==> src/rtl/seg_pkg.sv <==
// Shared seven-segment constants: blank pattern and nibble-to-segment table.
// Latency: n/a (constants only).
// Backpressure: n/a.
package seg_pkg;

  // Segments {a,b,c,d,e,f,g} at bits [6:0], active-low.
  localparam logic [6:0] SEG_BLANK = 7'b1111111;

  // Packed table with entry k holding the pattern for nibble k (entry 0 is rightmost).
  localparam logic [15:0][6:0] SEG_LUT = {
    7'b0111000,  // F
    7'b0110000,  // E
    7'b1000010,  // d
    7'b0110001,  // C
    7'b1100000,  // b
    7'b0001000,  // A
    7'b0000100,  // 9
    7'b0000000,  // 8
    7'b0001111,  // 7
    7'b0100000,  // 6
    7'b0100100,  // 5
    7'b1001100,  // 4
    7'b0000110,  // 3
    7'b0010010,  // 2
    7'b1001111,  // 1
    7'b0000001   // 0
  };

endpackage

==> src/rtl/seg_decode.sv <==
// Nibble to active-low seven-segment decode; 10-15 show hex glyphs only with SEG_HEX_EN.
// Latency: purely combinational.
// Backpressure: none.
module seg_decode
  import seg_pkg::*;
(
  input  logic [3:0] nib,
  output logic [6:0] seg
);

  // Table lookup; without hex support the letters are blanked.
  always_comb begin
`ifdef SEG_HEX_EN
    seg = SEG_LUT[nib];
`else
    seg = (nib > 4'd9) ? SEG_BLANK : SEG_LUT[nib];
`endif
  end

endmodule

==> src/rtl/seg_display_mux.sv <==
// Time-multiplexed seven-segment driver with frame-synchronous update (SEG_HEX_EN enables hex glyphs).
// Latency: anode/cathode/dp_n registered 1 cycle after cnt/idx; loads take effect at the next frame wrap.
// Backpressure: none; load is a fire-and-forget strobe, later loads before the wrap overwrite earlier ones.
module seg_display_mux
  import seg_pkg::*;
#(
  parameter int NUM_DIGITS  = 4,
  parameter int REFRESH_DIV = 100000
) (
  input  logic                    clk,
  input  logic                    rst_n,
  input  logic [4*NUM_DIGITS-1:0] digits_in,
  input  logic [NUM_DIGITS-1:0]   dp_in,
  input  logic                    load,
  output logic [6:0]              cathode,
  output logic                    dp_n,
  output logic [NUM_DIGITS-1:0]   anode,
  output logic                    pending,
  output logic                    frame_tick
);

  localparam int CW = $clog2(REFRESH_DIV);
  localparam int IW = ($clog2(NUM_DIGITS) < 1) ? 1 : $clog2(NUM_DIGITS);
  localparam int DW = 4 * NUM_DIGITS;

  localparam logic [CW-1:0] CNT_LAST = CW'(REFRESH_DIV - 1);
  localparam logic [IW-1:0] IDX_LAST = IW'(NUM_DIGITS - 1);

  logic [CW-1:0]         cnt_q, cnt_d;
  logic [IW-1:0]         idx_q, idx_d;
  logic [DW-1:0]         pend_dig_q, pend_dig_d;
  logic [NUM_DIGITS-1:0] pend_dp_q, pend_dp_d;
  logic                  pending_q, pending_d;
  logic [DW-1:0]         shadow_dig_q, shadow_dig_d;
  logic [NUM_DIGITS-1:0] shadow_dp_q, shadow_dp_d;
  logic                  frame_tick_q, frame_tick_d;
  logic [NUM_DIGITS-1:0] anode_q, anode_d;
  logic [6:0]            cathode_q, cathode_d;
  logic                  dp_n_q, dp_n_d;

  logic                  slot_end;
  logic                  wrap;
  logic [3:0]            cur_nib;
  logic                  cur_dp;
  logic [6:0]            cur_seg;

  // Slot/digit counters, frame wrap detection and the pending/shadow handoff.
  always_comb begin
    slot_end     = (cnt_q == CNT_LAST);
    wrap         = slot_end && (idx_q == IDX_LAST);
    cnt_d        = slot_end ? '0 : cnt_q + CW'(1);
    idx_d        = idx_q;
    frame_tick_d = wrap;
    pend_dig_d   = pend_dig_q;
    pend_dp_d    = pend_dp_q;
    pending_d    = pending_q;
    shadow_dig_d = shadow_dig_q;
    shadow_dp_d  = shadow_dp_q;

    if (slot_end) begin
      idx_d = (idx_q == IDX_LAST) ? '0 : idx_q + IW'(1);
    end

    if (wrap) begin
      // A load landing on the wrap goes straight to the display; otherwise
      // only a genuinely waiting buffer is promoted, so an older buffer never
      // overwrites a newer direct write.
      pending_d = 1'b0;
      if (load) begin
        shadow_dig_d = digits_in;
        shadow_dp_d  = dp_in;
      end else if (pending_q) begin
        shadow_dig_d = pend_dig_q;
        shadow_dp_d  = pend_dp_q;
      end
    end else if (load) begin
      pend_dig_d = digits_in;
      pend_dp_d  = dp_in;
      pending_d  = 1'b1;
    end
  end

  // Select the shadow nibble and decimal point of the digit currently scanned.
  always_comb begin
    cur_nib = 4'h0;
    cur_dp  = 1'b0;
    for (int k = 0; k < NUM_DIGITS; k++) begin
      if (idx_q == IW'(k)) begin
        cur_nib = shadow_dig_q[k*4 +: 4];
        cur_dp  = shadow_dp_q[k];
      end
    end
  end

  seg_decode u_dec (
    .nib (cur_nib),
    .seg (cur_seg)
  );

  // Next output values; anodes stay dark during slot cycle 0 to hide ghosting.
  always_comb begin
    anode_d = '1;
    if (cnt_q != '0) begin
      anode_d[idx_q] = 1'b0;
    end
    cathode_d = cur_seg;
    dp_n_d    = ~cur_dp;
  end

  // State and output registers.
  always_ff @(posedge clk or negedge rst_n) begin
    if (!rst_n) begin
      cnt_q        <= '0;
      idx_q        <= '0;
      pend_dig_q   <= '0;
      pend_dp_q    <= '0;
      pending_q    <= 1'b0;
      shadow_dig_q <= '0;
      shadow_dp_q  <= '0;
      frame_tick_q <= 1'b0;
      anode_q      <= '1;
      cathode_q    <= SEG_BLANK;
      dp_n_q       <= 1'b1;
    end else begin
      cnt_q        <= cnt_d;
      idx_q        <= idx_d;
      pend_dig_q   <= pend_dig_d;
      pend_dp_q    <= pend_dp_d;
      pending_q    <= pending_d;
      shadow_dig_q <= shadow_dig_d;
      shadow_dp_q  <= shadow_dp_d;
      frame_tick_q <= frame_tick_d;
      anode_q      <= anode_d;
      cathode_q    <= cathode_d;
      dp_n_q       <= dp_n_d;
    end
  end

  assign anode      = anode_q;
  assign cathode    = cathode_q;
  assign dp_n       = dp_n_q;
  assign pending    = pending_q;
  assign frame_tick = frame_tick_q;

endmodule

==> config.mk <==
export PLATFORM = sky130hd
export DESIGN_NAME = seg_display_mux
export DESIGN_NICKNAME = d
export VERILOG_FILES = /design/src/rtl/seg_pkg.sv /design/src/rtl/seg_decode.sv /design/src/rtl/seg_display_mux.sv
export SDC_FILE = /design/constraint.sdc
export NUM_CORES = 1
export LEC_CHECK = 0
export CAP_MARGIN = 15
export CORE_MARGIN = 4
export CORE_UTILIZATION = 45
export DETAILED_ROUTE_END_ITERATION = 10
export PLACE_DENSITY = 0.65
export SLEW_MARGIN = 40
export SYNTH_ARGS = -nofsm -noshare
export SYNTH_HDL_FRONTEND = slang
export SYNTH_SLANG_ARGS = --single-unit
export TNS_END_PERCENT = 1
==> constraint.sdc <==
create_clock -name clk -period 4.8 [get_ports clk]
set_input_delay 0.72 -clock clk [delete_from_list [all_inputs] [get_ports clk]]
set_output_delay 0.72 -clock clk [all_outputs]
set_load 0.02 [all_outputs]
# [After elaboration in Yosys (flattened, before gate mapping)]
# Memories as Yosys holds them, arrays and structs flattened.
# Cells that the tools add are included.
[totals] romBits=112 ff_bits=73 elab_cells=54 inputBits=23 output_inout_bits=14 mem_count=1
[op_classes] reduce_logical=8 bitwise=3 muxes=21 n_lt_le_gt_ge=4 eq_ne=4 add_sub_neg=2
[mem_list] name="(no name shown)" words=16 width=7 rd=1 rd_clocked_by_memory_dff=0 wr=0 line="seg_decode.sv:16" text="seg = (nib > 4'd9) ? SEG_BLANK : SEG_LUT[nib];"
[op_table] operator="16-bit two-way mux" n=2
[op_table] operator="4-bit two-way mux" n=7
[op_table] operator="17-bit by 1-bit adder with 17-bit output (second input constant)" n=1
[op_table] operator="17-bit == test (second input constant)" n=1
[op_table] operator="17-bit two-way mux" n=1
[op_table] operator="17-bit nonzero test" n=1
[op_table] operator="7-bit two-way mux" n=2
[op_table] operator="1-bit two-way mux" n=7
[op_table] operator="4-bit by 5-bit < comparator with 1-bit output (second input constant)" n=1
[op_table] operator="2-bit == test (second input constant)" n=2
[op_table] operator="4-bit > comparator (second input constant)" n=1
[op_table] operator="4-bit NOT" n=1
[op_table] operator="2-bit AND reduction" n=2
[op_table] operator="2-bit nonzero test" n=2
[op_table] operator="2-bit by 3-bit < comparator with 1-bit output (second input constant)" n=1
[op_table] operator="2-bit by 1-bit adder with 2-bit output (second input constant)" n=1
[op_table] operator="1-bit demux with 2-bit select" n=1
[op_table] operator="2-bit by 1-bit == test with 1-bit output (second input constant)" n=1
[op_table] operator="2-bit by 1-bit greater-or-equal comparator with 1-bit output (second input constant)" n=1
[op_table] operator="1-bit logical AND" n=2
[op_table] operator="2-bit zero test" n=1
[op_table] operator="2-bit two-way mux" n=1
[op_table] operator="1-bit NOT" n=2

# [Logic depth before layout (Yosys ltp)]
# Gate-level depths: netlist of run 1.
[depth] ltp_word=8 mapped_depth=11 ltp_nobuf=10

# [Hierarchy]
# From an unflattened synthesis of run 1, not the netlist that was laid out.
[hier_totals] cells_unflattened=361 area_unflattened_um2=3849.9
[modules_own_cells] mod="seg_display_mux" area_per_inst_um2=3593.4 n_inst=1 cells_each=325
[modules_own_cells] mod="seg_decode" area_per_inst_um2=256.5 n_inst=1 cells_each=36

# [Worst setup path before layout of run 1]
# OpenSTA, ideal clock, no wires.
[synth_path] path_kind="register to register" start="register idx_q[1]" end="register cathode_q[3] (netlist: cathode[3])" setup_ns=0.101 path_stages_with_launch=11 path_buffers=1 t_required_ns=4.699 path_slack_ns=2.449 arrival_ns=2.249 path_cell_list="dfrtp_1 inv_1 ha_1 clkbuf_1 nor2b_1 a22o_1 o221ai_1 ha_1 nor2_1 or3_1 a2bb2oi_1"
[synth_via] elab_chain_cells=8
[synth_rtl] element="from (decl)" line="seg_display_mux.sv:30" text="logic [IW-1:0] idx_q, idx_d;"
[synth_rtl] element="from (signal assigned)" line="seg_display_mux.sv:126" text="idx_q <= idx_d;"
[synth_rtl] element="2-bit zero test" line="seg_display_mux.sv:88" text="if (idx_q == IW'(k)) begin"
[synth_rtl] element="4-bit two-way mux (3 in a row)" line="seg_display_mux.sv:88"
[synth_rtl] element="4-bit two-way mux *" line="seg_display_mux.sv:88"
[synth_rtl] element="memory 16 x 7 bit"
[synth_rtl] element="7-bit two-way mux (implied by the code)" line="seg_decode.sv:16"
[synth_rtl] element="7-bit two-way mux *" line="seg_decode.sv:16"
[synth_rtl] element="via cathode_d[3]" line="seg_display_mux.sv:38" text="logic [6:0] cathode_q, cathode_d;"
[synth_rtl] element="to (signal assigned)" line="seg_display_mux.sv:134" text="cathode_q <= cathode_d;"
[synth_rtl] element="to (decl)" line="seg_display_mux.sv:38"
# The timed path passes the listed nets; every way through them passes the cells marked *. The select of a mux whose other input is x is not followed.
# A chain may end at the register's enable or synchronous reset.

# [Worst setup path in the final report of run 1]
[layout_path] start="register pending_q (netlist: pending)" end="output pending"
[layout_lines] element="from (decl)" line="seg_display_mux.sv:33" text="logic pending_q, pending_d;"
[layout_lines] element="from (signal assigned)" line="seg_display_mux.sv:129" text="pending_q <= pending_d;"
[layout_lines] element="to (decl)" line="seg_display_mux.sv:18" text="output logic pending,"
# No word-level cell between the ends.

==> reports/metrics.yaml, run 1 <==
path_max_fanout: 24
grt_pass1_wl_mm: 11.8
worst_pin_slew_ps: 805
cts.sinks: 73
synth_edf_count: 0
max_clock_freq_ghz: 0.372
grt_pass1_vias: 2446
cts_setup_buffers: 0
critPathArrivalTime_ps: 1970
multi_input_area_sq_mm: 0.00163
power_density_mw_per_mm2: 268
synth_cell_types: 48
wl_per_cell_microns: 14.8
worstSetupPathType: "flop to primary output"
fp.dieW_microns: 98.3
slowest_stage: "dfrtp_1"
instances_no_fill: 473
pwr-share-clk: 0.368
nets: 402
min_period_over_period: 0.560
cp.required_ps: 4080
peakVddDrop_uv: 149
route.detailed.drc: 0
final_hold_viol_count: 0
grt_usage: 0.152
rows: 32
cpLargestDelayFamily: "flip-flops"
synthFlopType: "dfrtp_1"
cts.clk_slew.worst_paths_ps: 70
die_area_sq_mm: 0.00966
switching_share: 0.237
postRouteAntennaNets: 0
ys_seq_area_frac: 0.502
drt-vias-per-instance: 5.29
insertion_delay_ps: 350
area_growth_pct: 15.7
rsz0062_at_grt: "false"
wirelength_mm: 7.02
ys_warn_count: 0
grt_overflow: 0
cts_resized: 0
ios: 37
synth-seq-cells: 73
post_synth.cell_area_avg_sq_um: 10.9
dieHeight_microns: 98.3
crit_path_cell_trace: "clkdlybuf4s50_1"
cp-end-kind: "primary output"
finClkSkew_ps: 11.1
dr.pass1.iters: 4
critPathMaxStageDelay_ps: 870
grt_max_degree: 41
finalCriticalPeriod_ps: 2690
antenna_found_initial: 0
drv_cap: 0
postCtsHoldBufs: 0
total_leakage_power_nw: 1.87
yosysMostFrequentCell: "dfrtp_1"
port_buffers: 36
hpwl_mm: 4.84
core_area_sq_mm: 0.00781
critPathLaunchType: "flop"
drv_slew: 0
drtIter0Drc: 102
synth_commonest_cells: "dfrtp_1, inv_1, nand3_1, mux2_2, o21ai_0"
internal-power_w: 0.000868
synth_top_area_frac: 0.416
insertedDiodeCount: 0
cp_num_buf_inv: 1
dr_total_vias: 2500
async_flop_share: 1.00
start_util: 0.470
cts_buffer_depth: 2
fin_setup_tns_ps: 0
seq_area_sq_mm: 0.00184
pwr-share-seq: 0.562
finalSetupViolCount: 0
syn-num-nets: 372
synth_area_sq_mm: 0.00367
synth_area_leaders: "dfrtp_1, dfstp_2, mux2_2"
gp_congestion: 0.925
drive_above_1_share: 0.181
netlist_instances: 336
root_buffer: "clkbuf_8"
cts_made_buffers: 9
maxSlewHeadroom: 0.464
status: "completed"
hold_class: "input port to asynchronous set/reset pin"
netSwitchingPower_w: 0.000270
cts_tree: "done"
yosys.area.top_type: "dfrtp_1"
pwr-share-comb: 0.070
dp_cells: 457
n_fill_cell: 716
htreeDepth: 3
[power by group through the flow]
stage                     combinational, W  sequential (W)  clock [W]
after floorplan                  0.0000418        0.000649          0
after global placement           0.0000788        0.000650          0
after detailed placement         0.0000807        0.000651          0
after CTS                        0.0000809        0.000639   0.000437
after global routing             0.0000892        0.000641   0.000461
final                            0.0000791        0.000640   0.000419
[registers in the layout, indices dropped and copies added (netlist names)]
register	cells
cathode	7
idx_q	2
shadow_dig_q	16
pend_dig_q	16
anode	4
dp_n	1
cnt_q	17
shadow_dp_q	4
pend_dp_q	4
pending	1
frame_tick	1
[final cells by class]
class,count,share of cell area
clock buffers,10,0.0324
clock inverters,6,0.00796
inverters,28,0.0248
multi-input cells,217,0.384
flip-flops and latches,73,0.434
well taps,102,0.0301
repair buffers,37,0.0861
[logic make-up after synthesis]
family,after synthesis,synth area share
compound gates,62,0.137
simple gates,101,0.148
xor+xnor,13,0.0311
buf+inv,46,0.0539
flops,73,0.502
mux,28,0.0836
fa+ha+maj,13,0.0444
[metal layers]
metal  routed length (microns)  GRT usage
met5                         0          0
met1                      3340      0.201
met4                        65     0.0546
met3                       350     0.0429
met2                      3260      0.240
[metrics by stage]
step | worst slack (ps) | instance area (sq um) | power, W | hold slack (ps) | util
floorplan | 2450 | 3670 | 0.000691 | 412 | -
global placement | 2100 | 4060 | 0.000729 | 467 | 0.521
detailed placement | 2010 | 4060 | 0.000732 | 466 | 0.521
CTS | 1990 | 4240 | 0.00116 | 468 | 0.542
global route | 1890 | 4240 | 0.00119 | 323 | 0.543
finish | 2110 | 4240 | 0.00114 | 310 | 0.543
[cell usage in the layout (no fill, tap or decap), types with 12 or more instances in the layout]
cell             count
nor2_1              15
o21ai_0             19
ha_1                13
nand2_1             17
nand3_1             25
mux2_2              21
dfstp_2             12
inv_1               27
dfrtp_1             61
clkdlybuf4s50_1     35
[path summary, 6_finish.rpt]
path,depth (start not counted),start,endpoint,slack (ps)
worst max-delay path,1,pending,pending,2110
worst min-delay path,1,rst_n,cnt_q[4],310
worst max register to register,9,idx_q[1],cathode[3],2150
worst min register to register,1,shadow_dp_q[3],dp_n,490
max in group asynchronous,2,rst_n,anode[2],3610
min in group clk,1,shadow_dp_q[3],dp_n,490
[worst reg2reg max path, cell delays in order (launching register included)]
cell and delay, ps:
dfrtp_1 400, inv_1 100, ha_1 340, nor2b_1 170, a22o_1 210, o221ai_1 450
ha_1 290, nor2_1 80, or3_1 370, a2bb2oi_1 140
Note: power is estimated with default switching activity, not from simulation.
==> run 2, diff against run 1 <==
==> constraint.sdc (replaced) <==
create_clock -name clk -period 2.8 [get_ports clk]
set_input_delay 0.42 -clock clk [delete_from_list [all_inputs] [get_ports clk]]
set_output_delay 0.42 -clock clk [all_outputs]
set_load 0.02 [all_outputs]
==> run 2 against run 1 <==
Net effect:
- clock power rose by 95%
- largest cell class unchanged
- total power rose by 80%
- worst hold slack got worse by 240 ps
- sequential share of layout area fell by 0.76 points
- critical path depth rose by 9
- critical path type is now flop to flop
- highest routed layer unchanged
==> reports/metrics.yaml, run 2 (same netlist as run 1, synthesis figures left out) <==
nets: 406  # +1.0%
hold_class: "input port to asynchronous set/reset pin"
final_hold_viol_count: 0  # unchanged
cp.required_ps: 3030  # -1050 ps
critPathArrivalTime_ps: 2800  # +830 ps
dieHeight_microns: 98.3  # unchanged
gp_congestion: 0.828  # -11%
grt_pass1_vias: 2467  # +0.86%
pwr-share-clk: 0.398  # +0.030
fin_setup_tns_ps: 0  # unchanged
seq_area_sq_mm: 0.00184  # unchanged
layout_common_cells: "dfrtp_1, clkdlybuf4s50_1, inv_1"
cpLargestDelayFamily: "simple AND/OR/NAND/NOR gates"
grt_max_degree: 48  # +17%
antenna_found_initial: 0  # unchanged
cp_num_buf_inv: 2  # +1
insertion_delay_ps: 340  # about the same
dr_total_vias: 2510  # +0.40%
fp.dieW_microns: 98.3  # unchanged
n_fill_cell: 700  # -2.2%
cts.sinks: 73  # unchanged
grt_pass1_wl_mm: 12.1  # +1.9%
worst_pin_slew_ps: 757  # -47.7 ps
drtIter0Drc: 117  # +15%
insertedDiodeCount: 0  # unchanged
pwr-share-seq: 0.535  # -0.027
drt-vias-per-instance: 5.26  # -0.44%
switching_share: 0.220  # -0.0171
dr.pass1.iters: 4  # unchanged
root_buffer: "clkbuf_8"
wl_per_cell_microns: 14.9  # +0.12%
core_area_sq_mm: 0.00781  # unchanged
largest_register: "cnt_q"
reg_top3: "cnt_q x17, pend_dig_q x16, shadow_dig_q x16"
critPathMaxStageDelay_ps: 380  # -490 ps
path_max_fanout: 6  # -75%
cp-end-kind: "flop"
multi_input_area_sq_mm: 0.00163  # +0.15%
netSwitchingPower_w: 0.000451  # +67%
final_common_cell: "dfrtp_1"
drv_slew: 0  # unchanged
cts_buffer_depth: 2  # unchanged
hold_slack_ps: 74.0  # -236 ps
hpwl_mm: 4.99  # +3.1%
grt_overflow: 0  # unchanged
maxSlewHeadroom: 0.492  # +0.0287
pwr-share-comb: 0.067  # -0.003
min_period_over_period: 0.916
total_leakage_power_nw: 1.91  # +2.2%
finClkSkew_ps: 13.4  # +2.29 ps
cts_made_buffers: 9  # unchanged
largest_reg_flops: 17  # unchanged
status: "completed"
grt_usage: 0.153  # +0.000726
cts_tree: "done"
postCtsHoldBufs: 0  # unchanged
drive_above_1_share: 0.187  # +0.00607
slowest_stage: "dfrtp_1"
worstSetupPathType: "flop to flop"
peakVddDrop_uv: 299  # +100%
rsz0062_at_grt: "false"
cts.clk_slew.worst_paths_ps: 80  # about the same
rows: 32  # unchanged
finalCriticalPeriod_ps: 2570
area_growth_pct: 17.7
critPathLaunchType: "flop"
crit_path_cell_trace: "inv_1 > ha_1 > or2_2 > a221oi_1 > nor2_1 > inv_1 > ha_1 > nor2_1 > or3_1 > a2bb2oi_1"
htreeDepth: 3  # unchanged
power_density_mw_per_mm2: 475  # +77%
ios: 37  # unchanged
worst_slack_ps: 234  # -1880 ps
postRouteAntennaNets: 0  # unchanged
die_area_sq_mm: 0.00966  # unchanged
internal-power_w: 0.00160  # +84%
pre_cts_ws_ps: 248  # -1770 ps
finalSetupViolCount: 0  # unchanged
max_clock_freq_ghz: 0.390
drv_cap: 0  # unchanged
port_buffers: 36  # unchanged
wirelength_mm: 7.09  # +0.97%
start_util: 0.470  # unchanged
route.detailed.drc: 0  # unchanged
## run 2: final timing paths
path / to / slack [ps] / depth (start not counted) / from
max in group asynchronous: dp_n / 2030 / 2 / rst_n
min in group clk: dp_n / 470 / 1 / shadow_dp_q[3]
setup reg to reg: cathode[6] / 230 / 10 / idx_q[0]
setup / recovery: cathode[6] / 230 / 10 / idx_q[0]
hold reg to reg: dp_n / 470 / 1 / shadow_dp_q[3]
hold / removal: cnt_q[13] / 70 / 1 / rst_n
## run 2: area by class of cell
type	instances	area share
Clock buffer	15	0.0455
Clock inverter	1	0.00174
Sequential cell	73	0.427
Multi-Input combinational cell	217	0.378
Timing Repair Buffer	41	0.0939
Tap cell	102	0.0296
Inverter	28	0.0243
## run 2: per-stage QoR
stage          instances  instance area (sq um)   util  total power [W]
3_5_place_dp         461                   4110  0.526          0.00126
4_1_cts              477                   4310  0.552          0.00207
3_3_place_gp         461                   4110  0.526          0.00125
2_1_floorplan        336                   3670      -          0.00118
6_report             477                   4320  0.553          0.00205
5_1_grt              477                   4320  0.553          0.00214
## run 2: repair_timing
item / 4_1_cts / 5_1_grt
resized for setup: 0 / 1
endpoints found under the setup margin: 0 / 2
buffers inserted: 0 / 0
## run 2: layer usage
metal	vias to the layer above	wire, microns	GRT usage
li1	1257	-	-
met4	0	95	0.0557
met1	1188	3480	0.211
met5	-	0	0
met2	55	3170	0.236
met3	10	344	0.0371
## run 2: power groups by stage
stage          sequential, W  combinational, W  clock, W
2_1_floorplan        0.00111         0.0000716         0
3_3_place_gp         0.00111          0.000138         0
3_5_place_dp         0.00112          0.000141         0
4_1_cts              0.00110          0.000142  0.000835
5_1_grt              0.00110          0.000156  0.000883
6_report             0.00110          0.000137  0.000816
## run 2: worst reg2reg max path, delay by kind of cell (launching register included)
kind,cells,cell delay [ps]
simple gates,4,970
fa+ha+maj,2,490
buf+inv,2,250
compound gates,2,390
flops,1,380
